$ cat src/rtl/fifo_serial_tx.sv
// Serial transmitter draining 4-bit words from a small FIFO's read port.
// Frame: start bit, WIDTH data bits LSB first, optional even parity, stop bit.
module fifo_serial_tx #(
  parameter int WIDTH  = 4,
  parameter int DIV    = 4,
  parameter int PARITY = 0
) (
  input  logic             CLK,
  input  logic             RESETN,
  input  logic             empty,
  input  logic [WIDTH-1:0] rdata,
  output logic             ren,
  output logic             tx,
  output logic             busy
);

  localparam int CW = $clog2(DIV);
  localparam int IW = $clog2(WIDTH) + 1;

  localparam logic [2:0] IDLE  = 3'd0;
  localparam logic [2:0] START = 3'd1;
  localparam logic [2:0] DATA  = 3'd2;
  localparam logic [2:0] PAR   = 3'd3;
  localparam logic [2:0] STOP  = 3'd4;

  logic [2:0]       state;
  logic [CW-1:0]    cnt;
  logic [IW-1:0]    idx;
  logic [WIDTH-1:0] sh;
  logic [WIDTH-1:0] sh_next;
  logic             par;
  logic             bit_end;

  assign bit_end = (cnt == CW'(DIV - 1));
  assign sh_next = sh >> 1;
  assign busy    = (state != IDLE);
  // Gating with RESETN keeps the pop strobe low while reset is held.
  assign ren     = RESETN & (state == IDLE) & ~empty;

  // tx is registered: each transition loads the level of the bit being entered.
  always_ff @(posedge CLK or negedge RESETN) begin
    if (!RESETN) begin
      state <= IDLE;
      tx    <= 1'b1;
      cnt   <= '0;
      idx   <= '0;
      sh    <= '0;
      par   <= 1'b0;
    end else begin
      case (state)
        IDLE: begin
          if (!empty) begin
            sh    <= rdata;
            par   <= ^rdata;
            cnt   <= '0;
            idx   <= '0;
            tx    <= 1'b0;
            state <= START;
          end
        end
        START: begin
          if (bit_end) begin
            cnt   <= '0;
            tx    <= sh[0];
            state <= DATA;
          end else begin
            cnt <= cnt + CW'(1);
          end
        end
        DATA: begin
          if (bit_end) begin
            cnt <= '0;
            sh  <= sh_next;
            if (idx == IW'(WIDTH - 1)) begin
              idx   <= '0;
              state <= (PARITY != 0) ? PAR : STOP;
              tx    <= (PARITY != 0) ? par : 1'b1;
            end else begin
              idx <= idx + IW'(1);
              tx  <= sh_next[0];
            end
          end else begin
            cnt <= cnt + CW'(1);
          end
        end
        PAR: begin
          if (bit_end) begin
            cnt   <= '0;
            tx    <= 1'b1;
            state <= STOP;
          end else begin
            cnt <= cnt + CW'(1);
          end
        end
        STOP: begin
          if (bit_end) begin
            cnt   <= '0;
            state <= IDLE;
          end else begin
            cnt <= cnt + CW'(1);
          end
        end
        default: begin
          state <= IDLE;
          tx    <= 1'b1;
          cnt   <= '0;
        end
      endcase
    end
  end

endmodule

$ cat config.mk
export PLATFORM = sky130hd
export DESIGN_NAME = fifo_serial_tx
export DESIGN_NICKNAME = d
export VERILOG_FILES = /design/src/rtl/fifo_serial_tx.sv
export SDC_FILE = /design/constraint.sdc
export NUM_CORES = 1
export LEC_CHECK = 0
export CAP_MARGIN = 20
export CELL_PAD_IN_SITES_DETAIL_PLACEMENT = 1
export CELL_PAD_IN_SITES_GLOBAL_PLACEMENT = 1
export CORE_ASPECT_RATIO = 1.2
export CORE_MARGIN = 1
export CORE_UTILIZATION = 33
export DETAILED_ROUTE_END_ITERATION = 10
export GPL_TIMING_DRIVEN = 0
export MAX_ROUTING_LAYER = met4
export PLACE_DENSITY_LB_ADDON = 0.15
export SLEW_MARGIN = 10
export SYNTH_ARGS = -nofsm -noshare
export SYNTH_HDL_FRONTEND = slang
export SYNTH_SLANG_ARGS = --single-unit
$ cat constraint.sdc
create_clock -name CLK -period 1.5 [get_ports CLK]
set_input_delay 0.3 -clock CLK [delete_from_list [all_inputs] [get_ports CLK]]
set_output_delay 0.3 -clock CLK [all_outputs]
set_load 0.02 [all_outputs]
Word level (Yosys, flattened, before mapping):

Cells that the tools add are included.

* register bits: 13
* bits in latches: 0
* RAM bits: 0
* ROM bits: 0
* input bits: 7
* output and inout bits: 3
* logic and storage cells: 53
* memories kept: 0

* $add $sub $neg: 2
* $mul: 0
* div/mod/pow operators: 0
* magnitude comparators: 0
* equality and inequality tests: 12
* shifts and indexed selects: 0
* mux-type cells: 23
* bitwise operators: 4
* reductions and logical operators: 7

Operators by type and width (count)
* two-way mux 3 bit: 9
* one-hot mux 3 bit (5 select lines): 1
* inequality test 2 bit (second input constant): 6
* == test 3 x 2 -> 1 bit (second input constant): 3
* two-way mux 4 bit: 2
* one-hot mux 4 bit (2 select lines): 1
* one-hot mux 3 bit (2 select lines): 1
* AND reduction 6 bit: 1
* two-way mux 1 bit: 5
* one-hot mux 1 bit (5 select lines): 1
* AND reduction 5 bit: 1
* two-way mux 2 bit: 2
* one-hot mux 2 bit (2 select lines): 1
* OR reduction 4 bit: 1
* adder 3 x 1 -> 3 bit (second input constant): 1
* == test 3 x 1 -> 1 bit (second input constant): 1
* == test 3 bit (second input constant): 1
* zero test 3 bit: 1
* AND reduction 3 bit: 1
* nonzero test 3 bit: 1
* adder 2 x 1 -> 2 bit (second input constant): 1
* bitwise AND 1 bit: 2
* == test 2 bit (second input constant): 1
* inverter 1 bit: 2
* nonzero test 2 bit: 1

Logic depth before layout (Yosys ltp):

Gate-level depths: netlist (run 1).

* depth after elaboration: 4
* gate-level depth with buffers: 6

Worst setup path after synthesis (run 1):

OpenSTA, ideal clock, no wires.

* path type: register to output
* from: reg state[2]
* to: out ren
* arrival: 1.652 ns
* data required time: 1.200 ns
* path slack: -0.452 ns
* stages on the path, launching flop included: 4
* path buffers: 1
* path through: dfrtp_1 > buf_2 > or3_2 > nor3b_1

* longest elaborated chain between the ends: 3

Ends and longest elaborated chain
* start: declaration: line 26 `logic [2:0] state;`
* start signal: assignment: line 76 `state <= (PARITY != 0) ? PAR : STOP;`
* zero test 3 bit: line 38 `assign ren = RESETN & (state == IDLE) & ~empty;`
* bitwise AND 1 bit (2 in series): line 38
* end: declaration: line 12 `output logic ren,`

Every way passes these cells.

Worst setup path after layout (run 1):

Same ends and word-level chain as after synthesis.

==> flow_summary_export.csv, run 1 <==
group,metric,value,unit
pwr,power,1.83,mW
floorplan,ios,10,
critical_path,r2r_slack,-60,ps
timing,rsz0062_at_grt,"yes",
critical_path,path_class,"reg2out",
timing,fmax,556,MHz
critical_path,crit_path_end_kind,"output pin",
clock_network,worstSkewPairLatency,290,ps
timing,relSlewSlack,0.570,
route,firstDrtPassIters,6,
yosys,syn_inst,71,
yosys,synth_nets,80,
hold_path,hold_class,"in2async",
floorplan,row_count,17,
pwr,clockPowerShare,0.131,
clock_network,cts_tree,"yes",
finish,layout-drive-gt1-share,0.315,
floorplan,die-area,2270,um2
floorplan,core_area,1890,um2
clock_network,htree_levels,1,
route,drc,1,
pwr,vdd_ir_drop_max,0.000721,V
pwr,intPower,1.08,mW
outcome,violations,"DRC, setup timing",
finish,mostFrequentLayoutCell,"dfrtp_1",
route,first_iter_violations,5,
grt,grt_pass1_wl,2.86,mm
critical_path,cp.required,1200,ps
finish,final_cell_mix,"dfrtp_1, nand2_1, nor2_1, o21ai_0",
route,ant_nets,0,
timing,hold_viol_final,0,
timing,slew_violations,0,
yosys,yosysSeqAreaShare,0.475,
route,vias_per_cell,5.46,
finish,fin_nets,99,
clock_network,clk_pin_slew,90,ps
timing,min_period,1800,ps
pwr,p_per_area,1990,nW/um2
route,wl,1.59,mm
floorplan,start_util,0.363,
clock_network,cts_buffer_depth,2,
timing,fin_crit_sh,1.20,
pwr,switching_share,0.408,
route,routedWlPerCell,14.7,um
pwr,pwr-share-comb,0.529,
critical_path,cp-start-kind,"flip-flop",
timing,setup_slack,-299,ps
floorplan,die_w,43.7,um
outcome,status,"finished with violations",
finish,diodes,0,
grt,overflow,0,
finish,areaGrowthSynthToFinish,33.5,%
pwr,net-switching-power,746,uW
yosys,synth.cell_area,687,um2
yosys,ys_ff_latch,13,
critical_path,worstRegToRegCells,5,
yosys,yosys.cell_types.count,28,
placement,place_inst,99,
clock_network,root_buffer,"clkbuf_4",
timing,tns,-507,ps
pwr,cellLeakagePower,0.396,nW
grt,grt_pass1_vias,598,
pwr,p_seq_frac,0.340,
grt,grt_max_degree,15,
clock_network,clock_sinks,13,
placement,routabilityCongestion,0.703,
placement,hpwl,1.13,mm
job,maxCapViolations,0,
timing,clock-skew-final,0.548,ps
timing,fin_hold_ws,132,ps
route,vias,590,
yosys,syn_area_per_cell,9.67,um2
yosys,yosysWarnings,0,
floorplan,die_h,52.0,um
clock_network,cts_buffers,3,
critical_path,critPathArrivalTime,1500,ps
critical_path,crit_path_max_fanout,2,
timing,setup_viol,3,
finish,fin_cells,108,
placement,portBuffers,9,
grt,track_usage,0.181,
grt,antenna_found_initial,0,
timing,worst_pin_slew,645,ps
## worst max-delay path, cell delays in order (launching register included)
cell and delay [ps]:
dfrtp_1 400, buf_6 120, or3_4 370, nor3b_4 180, buf_6 140
## per-layer routing
| metal | global-route usage | up-vias | part of all wire |
|---|---|---|---|
| met5 | - | - | 0 |
| met4 | 0.109 | 0 | 0.029 |
| met3 | 0.0208 | 5 | 0.030 |
| met2 | 0.286 | 11 | 0.50 |
| met1 | 0.221 | 283 | 0.44 |
| li1 | - | 291 | - |
## timing repair
action                     4_1_cts  5_1_grt
resized for setup               20        3
buffers inserted                 5        0
hold buffers                     0        0
setup endpoints to repair       10       10
## synth_stat cells
library cell	count	share of area
dfrtp_1	12	0.44
nand2_1	9	0.049
nor2_1	7	0.038
o21ai_0	7	0.051
o21ai_2	4	0.051
a21oi_1	3	0.022
mux2i_1	3	0.044
a31oi_1	2	0.018
ha_1	2	0.036
nand3_1	2	0.015
nor2b_1	2	0.018
nor3_1	2	0.015
a211o_2	1	0.015
buf_2	1	0.0073
clkbuf_1	1	0.0055
clkbuf_8	1	0.020
dfstp_2	1	0.038
inv_1	1	0.0055
nand2b_2	1	0.013
nor3b_1	1	0.011
o21a_1	1	0.011
o22a_1	1	0.013
o22ai_1	1	0.0091
o32ai_1	1	0.013
or2_1	1	0.0091
or3_1	1	0.0091
or3_2	1	0.011
or4_4	1	0.016
## worst paths after layout
check / startpoint / endpoint
hold / removal: RESETN / state[0]$_DFFE_PN0P_
hold reg to reg: sh[2]$_DFFE_PN0P_ / sh[2]$_DFFE_PN0P_
setup reg to reg: state[2]$_DFFE_PN0P_ / tx$_DFFE_PN1P_
max in group asynchronous: RESETN / state[1]$_DFFE_PN0P_
min in group CLK: sh[2]$_DFFE_PN0P_ / sh[2]$_DFFE_PN0P_
setup / recovery: state[2]$_DFFE_PN0P_ / ren
## logic make-up (layout without fill, tap and decap cells)
kind of cell             Yosys count  in the layout  synth area share
buffers and inverters              4             22            0.0382
adder cells (fa/ha/maj)            2              2            0.0364
AND/OR/NAND/NOR                   28             28             0.204
flip-flops                        13             13             0.475
AO/OA/AOI/OAI                     21             21             0.202
multiplexers                       3              3            0.0437
## power groups by stage
stage	sequential, mW	clock [mW]	combinational [mW]
2_1_floorplan	0.612	0	0.611
3_3_place_gp	0.619	0	0.806
3_5_place_dp	0.624	0	0.843
4_1_cts	0.620	0.243	0.957
5_1_grt	0.642	0.254	1.09
6_report	0.621	0.239	0.968
## per-stage QoR
stage | utilization | setup WS (ps) | instance area [um2]
5_1_grt | 0.484 | -349 | 917
2_1_floorplan | - | -9.19 | 709
6_report | 0.484 | -299 | 917
3_3_place_gp | 0.435 | -948 | 823
4_1_cts | 0.478 | -305 | 905
3_5_place_dp | 0.435 | -942 | 823
## registers in the layout (all words and copies together) (netlist names)
name and count:
state 3, cnt 2, sh 4, idx 3
tx 1
## cell type report
class | instances | area (um2)
plain buffers | 3 | 40.0
clock buffers | 4 | 26.3
fillers | 212 | 976
inverters | 1 | 3.75
multi-input cells | 54 | 375
flip-flops and latches | 13 | 328
well taps | 19 | 23.8
repair buffers | 14 | 120
No activity file was read; power rests on OpenSTA's default activity.
==> inputs of run 2 (changes only) <==
- SKIP_LAST_GASP: not set -> 1
- clock period: 1.5 -> 2.05 ns (I/O delays scaled with it)
==> flow_summary_export.csv, run 2 (same netlist as run 1, synthesis figures left out) <==
group,metric,value,unit
route,firstDrtPassIters,2,
finish,final_util,0.447,
clock_network,root_buffer,"clkbuf_4",
floorplan,die-area,2270,um2
floorplan,die_h,52.0,um
route,vias_per_cell,5.38,
grt,antenna_found_initial,0,
floorplan,ios,10,
floorplan,die_w,43.7,um
timing,fin_hold_ws,254,ps
grt,grt_max_degree,15,
clock_network,clk_pin_slew,80,ps
route,first_iter_violations,1,
timing,min_period,1980,ps
finish,diodes,0,
finish,largest_reg_flops,4,
route,vias,560,
route,wl,1.45,mm
floorplan,start_util,0.363,
timing,relSlewSlack,0.582,
critical_path,crit_path_end_kind,"output pin",
timing,setup_viol,0,
timing,hold_viol_final,0,
route,drc,0,
critical_path,reg2reg_from,"cnt[0]$_DFFE_PN0P_",
pwr,cellLeakagePower,0.361,nW
finish,fillers,224,
clock_network,worstSkewPairLatency,270,ps
critical_path,cp.required,1640,ps
pwr,power,1.19,mW
timing,worst_pin_slew,626,ps
placement,hpwl,1.09,mm
hold_path,hold_class,"in2async",
critical_path,r2r_slack,410,ps
finish,multi_input_area,339,um2
finish,final_cell_mix,"nand2_1, dfrtp_1, nor2_1, o21ai_0, clkdlybuf4s50_1",
finish,fin_nets,95,
grt,overflow,0,
critical_path,cp-start-kind,"flip-flop",
finish,top_register,"sh",
clock_network,cts_buffer_depth,2,
critical_path,path_class,"reg2out",
clock_network,clock_sinks,13,
timing,slew_violations,0,
timing,fmax,505,MHz
route,routedWlPerCell,13.9,um
finish,areaGrowthSynthToFinish,23.1,%
timing,setup_slack,70.3,ps
outcome,status,"finished, final reports clean",
critical_path,worstRegToRegCells,5,
finish,top_regs,"sh: 4 flops, idx: 3 flops, state: 3 flops",
timing,tns,0,ps
placement,place_ws,-581,ps
grt,grt_pass1_vias,599,
pwr,vdd_ir_drop_max,0.000557,V
grt,grt_pass1_wl,2.63,mm
floorplan,core_area,1890,um2
grt,track_usage,0.161,
floorplan,row_count,17,
critical_path,worstReg2RegEnd,"tx$_DFFE_PN1P_",
pwr,p_per_area,1400,nW/um2
critical_path,critPathArrivalTime,1570,ps
job,maxCapViolations,0,
placement,routabilityCongestion,0.734,
timing,clock-skew-final,3.11,ps
critical_path,crit_path_max_fanout,8,
finish,seq_area,330,um2
route,ant_nets,0,
clock_network,cts_buffers,3,
clock_network,htree_levels,1,
clock_network,cts_tree,"yes",
placement,portBuffers,9,
timing,rsz0062_at_grt,"no",
finish,layout-drive-gt1-share,0.247,
timing,fin_crit_sh,0.966,
-- run 2: cell types whose count changed in the layout (fill, tap and decap cells not counted), moves of 2 or more --
cell and delta:
buf_6 -2, dfrtp_1 -2, dfrtp_2 +2, dlygate4sd2_1 -2, clkdlybuf4s50_1 +2
-- run 2: worst max path at each step --
stage / from / to / slack [ps] / depth (start not counted)
6_report: state[2]$_DFFE_PN0P_ / ren / 70 / 3
5_1_grt: state[2]$_DFFE_PN0P_ / ren / 8 / 3
4_1_cts: state[2]$_DFFE_PN0P_ / ren / 7 / 3
3_5_place_dp: RESETN / ren / -580 / 3
3_3_place_gp: RESETN / ren / -590 / 3
2_1_floorplan: state[2]$_DFFE_PN0P_ / ren / 180 / 3
-- run 2: through the flow --
stage / instances / area [um2]
4_1_cts: 101 / 821
5_1_grt: 104 / 846
3_3_place_gp: 99 / 806
2_1_floorplan: 71 / 692
6_report: 104 / 846
3_5_place_dp: 99 / 806
-- run 2: critical path: stages (launching register included) --
cell and delay, ps:
dfrtp_2 450, or3_2 510, nor3b_2 180, buf_4 160
-- run 2: final cells by class --
| cell class | count | share of cell area |
|---|---|---|
| plain buffers | 1 | 0.0163 |
| clock buffers | 4 | 0.0311 |
| inverters | 1 | 0.00444 |
| multi-input cells | 54 | 0.401 |
| flip-flops and latches | 13 | 0.391 |
| well taps | 19 | 0.0281 |
| repair buffers | 12 | 0.129 |
-- run 2: timing repair --
action,4_1_cts,5_1_grt
hold buffers,0,0
resized for setup,9,2
setup buffers,0,3
setup endpoints to repair,2,1
-- run 2: power breakdown --
group / internal (mW) / switching, mW
Sequential: 0.373 / 0.107
Clock: 0.0753 / 0.0837
Combinational: 0.259 / 0.288
Total: 0.707 / 0.479
-- run 2: per-layer routing --
layer / routed length [um] / vias up / share of wire / global-route usage
met5: 0 / - / 0 / -
li1: - / 281 / - / -
met4: 12 / 0 / 0.0083 / 0.0781
met1: 642 / 268 / 0.44 / 0.191
met3: 46 / 2 / 0.032 / 0.0208
met2: 746 / 9 / 0.52 / 0.266
